### src/rtl/tff_mod_counter.sv
// tff_mod_counter: up/down modulo counter built as a bank of T flip-flops.
// A per-bit toggle vector is derived each cycle from the desired next value,
// and the register only ever updates by toggling: q <= q ^ t_vec.
// Supports programmable modulus, direction, parallel load (clamped into range),
// wrap or saturate at the range ends, a combinational terminal-count flag and
// a registered one-cycle range-end pulse.
module tff_mod_counter #(
  parameter int WIDTH    = 4,
  parameter int MOD      = 16,
  parameter int SATURATE = 0
) (
  input  logic             clk,
  input  logic             rst,
  input  logic             en,
  input  logic             up,
  input  logic             load,
  input  logic [WIDTH-1:0] d,
  output logic [WIDTH-1:0] q,
  output logic             tc,
  output logic             wrap
);

  // Largest legal count; with MOD == 2**WIDTH this is all ones.
  localparam logic [WIDTH-1:0] TOP     = WIDTH'(MOD - 1);
  // One extra bit so MOD == 2**WIDTH is representable for the load compare.
  localparam logic [WIDTH:0]   MOD_EXT = (WIDTH + 1)'(MOD);

  logic             at_end;
  logic [WIDTH-1:0] nxt;
  logic [WIDTH-1:0] t_vec;

  // Out-of-range load values are clamped to the top of the range.
  function automatic logic [WIDTH-1:0] clamp_load(input logic [WIDTH-1:0] val);
    return ({1'b0, val} < MOD_EXT) ? val : TOP;
  endfunction

  // Value taken when a count runs into a range end: hold or wrap around.
  function automatic logic [WIDTH-1:0] end_value(input logic [WIDTH-1:0] cur,
                                                 input logic             dir_up);
    if (SATURATE != 0)
      return cur;
    else
      return dir_up ? '0 : TOP;
  endfunction

  // Next-value selection (load > count > hold) and the resulting toggle vector.
  always_comb begin
    at_end = up ? (q == TOP) : (q == '0);
    nxt    = q;
    if (load)
      nxt = clamp_load(d);
    else if (en) begin
      if (at_end)
        nxt = end_value(q, up);
      else
        nxt = up ? (q + WIDTH'(1)) : (q - WIDTH'(1));
    end
    t_vec = q ^ nxt;
  end

  assign tc = en & ~load & at_end;

  // T flip-flop bank plus range-end pulse; reset clears both and cancels a pending pulse.
  always_ff @(posedge clk) begin
    if (rst) begin
      q    <= '0;
      wrap <= 1'b0;
    end else begin
      q    <= q ^ t_vec;
      wrap <= en & ~load & at_end;
    end
  end

endmodule
### config.mk
export PLATFORM = sky130hd
export DESIGN_NAME = tff_mod_counter
export DESIGN_NICKNAME = d
export VERILOG_FILES = /design/src/rtl/tff_mod_counter.sv
export SDC_FILE = /design/constraint.sdc
export NUM_CORES = 1
export LEC_CHECK = 0
export ABC_AREA = 1
export BUFFER_PORTS_ARGS = -buffer_cell sky130_fd_sc_hd__buf_2
export CAP_MARGIN = 0
export CORE_AREA = 2 2 39 41
export DETAILED_ROUTE_END_ITERATION = 10
export DIE_AREA = 0 0 41 43
export GPL_TIMING_DRIVEN = 0
export MAX_ROUTING_LAYER = met4
export PLACE_DENSITY_LB_ADDON = 0.1
export SYNTH_ARGS = -nofsm -noshare
export SYNTH_HDL_FRONTEND = slang
export SYNTH_SLANG_ARGS = --single-unit
### constraint.sdc
create_clock -name clk -period 2 [get_ports clk]
set_input_delay 0.6 -clock clk [delete_from_list [all_inputs] [get_ports clk]]
set_output_delay 0.6 -clock clk [all_outputs]
set_load 0.01 [all_outputs]
==> impl_metrics.csv <==
group,metric,value,unit
clocking,cts.sinks,5,
yosys,synthAdderAreaFrac,12.3,%
route,ant_nets,0,
placed_design,post-dp-hpwl,647,um
yosys,yosys.area_share.simple,27.4,%
outcome,status,"complete, no violations",
worst_setup_path,cp_slowest_cell,"buf_4",
global_routing,met3_usage,1.57,%
clocking,clk_latency,0.24,ns
timing,tightest_slew,0.251,ns
timing,timing.fmax,528,MHz
timing,finalMaxSlewViolations,0,
clocking,root_buffer,"clkbuf_4",
global_routing,grt_pass1_vias,336,
worst_setup_path,cp_common_cell,"nand3_2",
global_routing,globalRouteMet2Util,14.4,%
power,switchingPower,0.101,mW
route,drt_iter0_drc,2,
route,num_vias,382,
yosys,synth.distinct_cells,15,
timing,setup_ws,0.105,ns
power,power,0.327,mW
finish,area_growth,37.7,%
timing,setup_tns,0,ns
global_routing,grt_pass1_wl,1280,um
global_routing,antenna_found_initial,0,
timing,skew,0.00252,ns
power,p_sw_share,31.0,%
route,drc,0,
yosys,synth_compound_area_share,17.5,%
yosys,seq_area_frac_synth,27.4,%
yosys,synth_top_family_by_area,"simple AND/OR/NAND/NOR gates",
yosys,netlist_instances,54,
clocking,cts_tree,"done",
worst_setup_path,critical_path_arrival,1.29,ns
timing,finalSetupViolCount,0,
route,viasPerCell,4.34,
timing,slew_headroom,83.2,%
timing,rsz0062_at_grt,"false",
clocking,numCtsBuffers,3,
global_routing,track_usage,11.3,%
power,p_leak,0.264,nW
global_routing,grt_max_degree,7,
worst_setup_path,slowest_delay,0.14,ns
placed_design,portBuffers,14,
clocking,cts_setup_buffers,0,
worst_setup_path,worstPathMaxFanout,5,
finish,final_nets,85,
power,power-per-cell-area,650,nW/um^2
finish,antennaDiodeCount,0,
clocking,clk_pin_slew,0.04,ns
worst_setup_path,worstSetupPathType,"in2out",
floorplan,ioPinCount,15,
global_routing,gr-max-usage-layer,"met1",
floorplan,start_util,26.4,%
yosys,ys_warn_count,0,
clocking,hold_buffers,0,
yosys,synth-seq-cells,5,
power,peakVddDrop,0.264,mV
finish,final_cell_mix,"buf_2 (13), nand2_1 (9), inv_1 (8), nor2_1 (6), a21oi_1 (6)",
power,clkPwrFrac,34.5,%
timing,final-hold-violation-count,0,
clocking,clk_path_buf_depth,2,
route,wl,783,um
worst_setup_path,start_kind,"input port",
floorplan,core_region_area,1380,um^2
yosys,synth_xor_area_share,7.19,%
power,p_int,0.225,mW
floorplan,die-area,1760,um^2
floorplan,dieHeight,43,um
worst_setup_path,cp_data_required_time,1.40,ns
floorplan,die_w,41,um
hold_path,hold_path_class,"in2reg",
finish,nFillCells,160,
worst_setup_path,cp_cell_sequence,"buf_4 > nor2_4 > nand3_2 > o21ai_2 > nand3_2 > inv_1 > buf_2",
placed_design,dp_slack,-0.0322,ns
yosys,syn_nets,66,
timing,finalCriticalPeriod,1.89,ns
power,power_frac_comb,28.9,%
floorplan,fp-row-count,14,
finish,final_common_cell,"buf_2",
timing,fin_crit_sh,94.7,%
placed_design,routabilityCongestion,0.679,
yosys,synth_mux_area_share,0,%
route,wl_per_cell,8.90,um
clocking,cts_max_level,1,
yosys,syn_avg_cell_area,6.77,um^2
worst_setup_path,cp-end-kind,"output pin",
run,cap_violations,0,
power,power_frac_seq,36.6,%
global_routing,grt_overflow_total,0,
finish,post-route-util,36.3,%
yosys,syn_area,365,um^2
finish,drive_gt1_share,31.9,%
route,firstDrtPassIters,2,
global_routing,globalRouteMet1Util,14.8,%
[power by group through the flow]
stage	logic (mW)	registers, mW	clock network [mW]
finish	0.0945	0.120	0.113
global route	0.110	0.121	0.124
CTS	0.0916	0.119	0.120
detailed placement	0.0901	0.121	0
global placement	0.0909	0.121	0
floorplan	0.0586	0.122	0
[area by class of cell]
type	count	area, um^2	share of cell area [%]
multi-input cells	41	254	50.5
flip-flops and latches	5	100	19.9
repair buffers	14	72.6	14.4
inverters	8	30.0	5.97
clock buffers	4	26.3	5.22
well taps	16	20.0	3.98
[synthesized netlist by cell type, drive strengths merged]
| cell | n | area [um^2] |
|---|---|---|
| nand3 | 5 | 30.0 |
| dfxtp | 5 | 100 |
| xor2 | 1 | 8.76 |
| ha | 2 | 25.0 |
| a21oi | 7 | 38.8 |
| nand2 | 10 | 37.5 |
| inv | 8 | 30.0 |
| nor2 | 7 | 26.3 |
| o21ai | 5 | 25.0 |
| xnor2 | 2 | 17.5 |
| or2 | 1 | 6.26 |
| fa | 1 | 20.0 |
[per-layer routing]
layer | vias to the layer above | wire (um)
li1 | 212 | -
met1 | 156 | 372
met2 | 12 | 344
met3 | 2 | 54
met4 | 0 | 12
met5 | - | 0
[critical path: cells and delay by family]
family / cells / cell delay [ns]
buf+inv: 3 / 0.31
simple gates: 3 / 0.28
compound gates: 1 / 0.09
[registers in the layout, indices dropped and copies added, names as in the netlist]
signal / count
q: 4
wrap: 1
[per-stage QoR]
step | hold WS, ns | cell area, um^2 | instances
floorplan | 0.606 | 365 | 54
global placement | 0.618 | 455 | 84
detailed placement | 0.620 | 455 | 84
CTS | 0.521 | 484 | 88
global route | 0.537 | 503 | 88
finish | 0.528 | 503 | 88
[path summary, 6_finish.rpt]
kind | from | endpoint | slack [ns] | depth (start not counted)
setup / recovery | up | tc | 0.11 | 7
hold / removal | rst | wrap | 0.53 | 2
setup reg to reg | q[0] | q[2] | 0.60 | 6
hold reg to reg | q[2] | q[2] | 0.62 | 2
[kinds of logic after synthesis]
logic type      Yosys count
simple gates             23
compound gates           12
buf+inv                   8
flops                     5
xor+xnor                  3
fa+ha+maj                 3
[what timing repair did]
action / in CTS / in global routing
pin swaps: 0 / 2
resized for setup: 1 / 6
endpoints found under the setup margin: 1 / 1
endpoints found under the hold margin: 0 / 0
(Power assumes the default switching activity.)
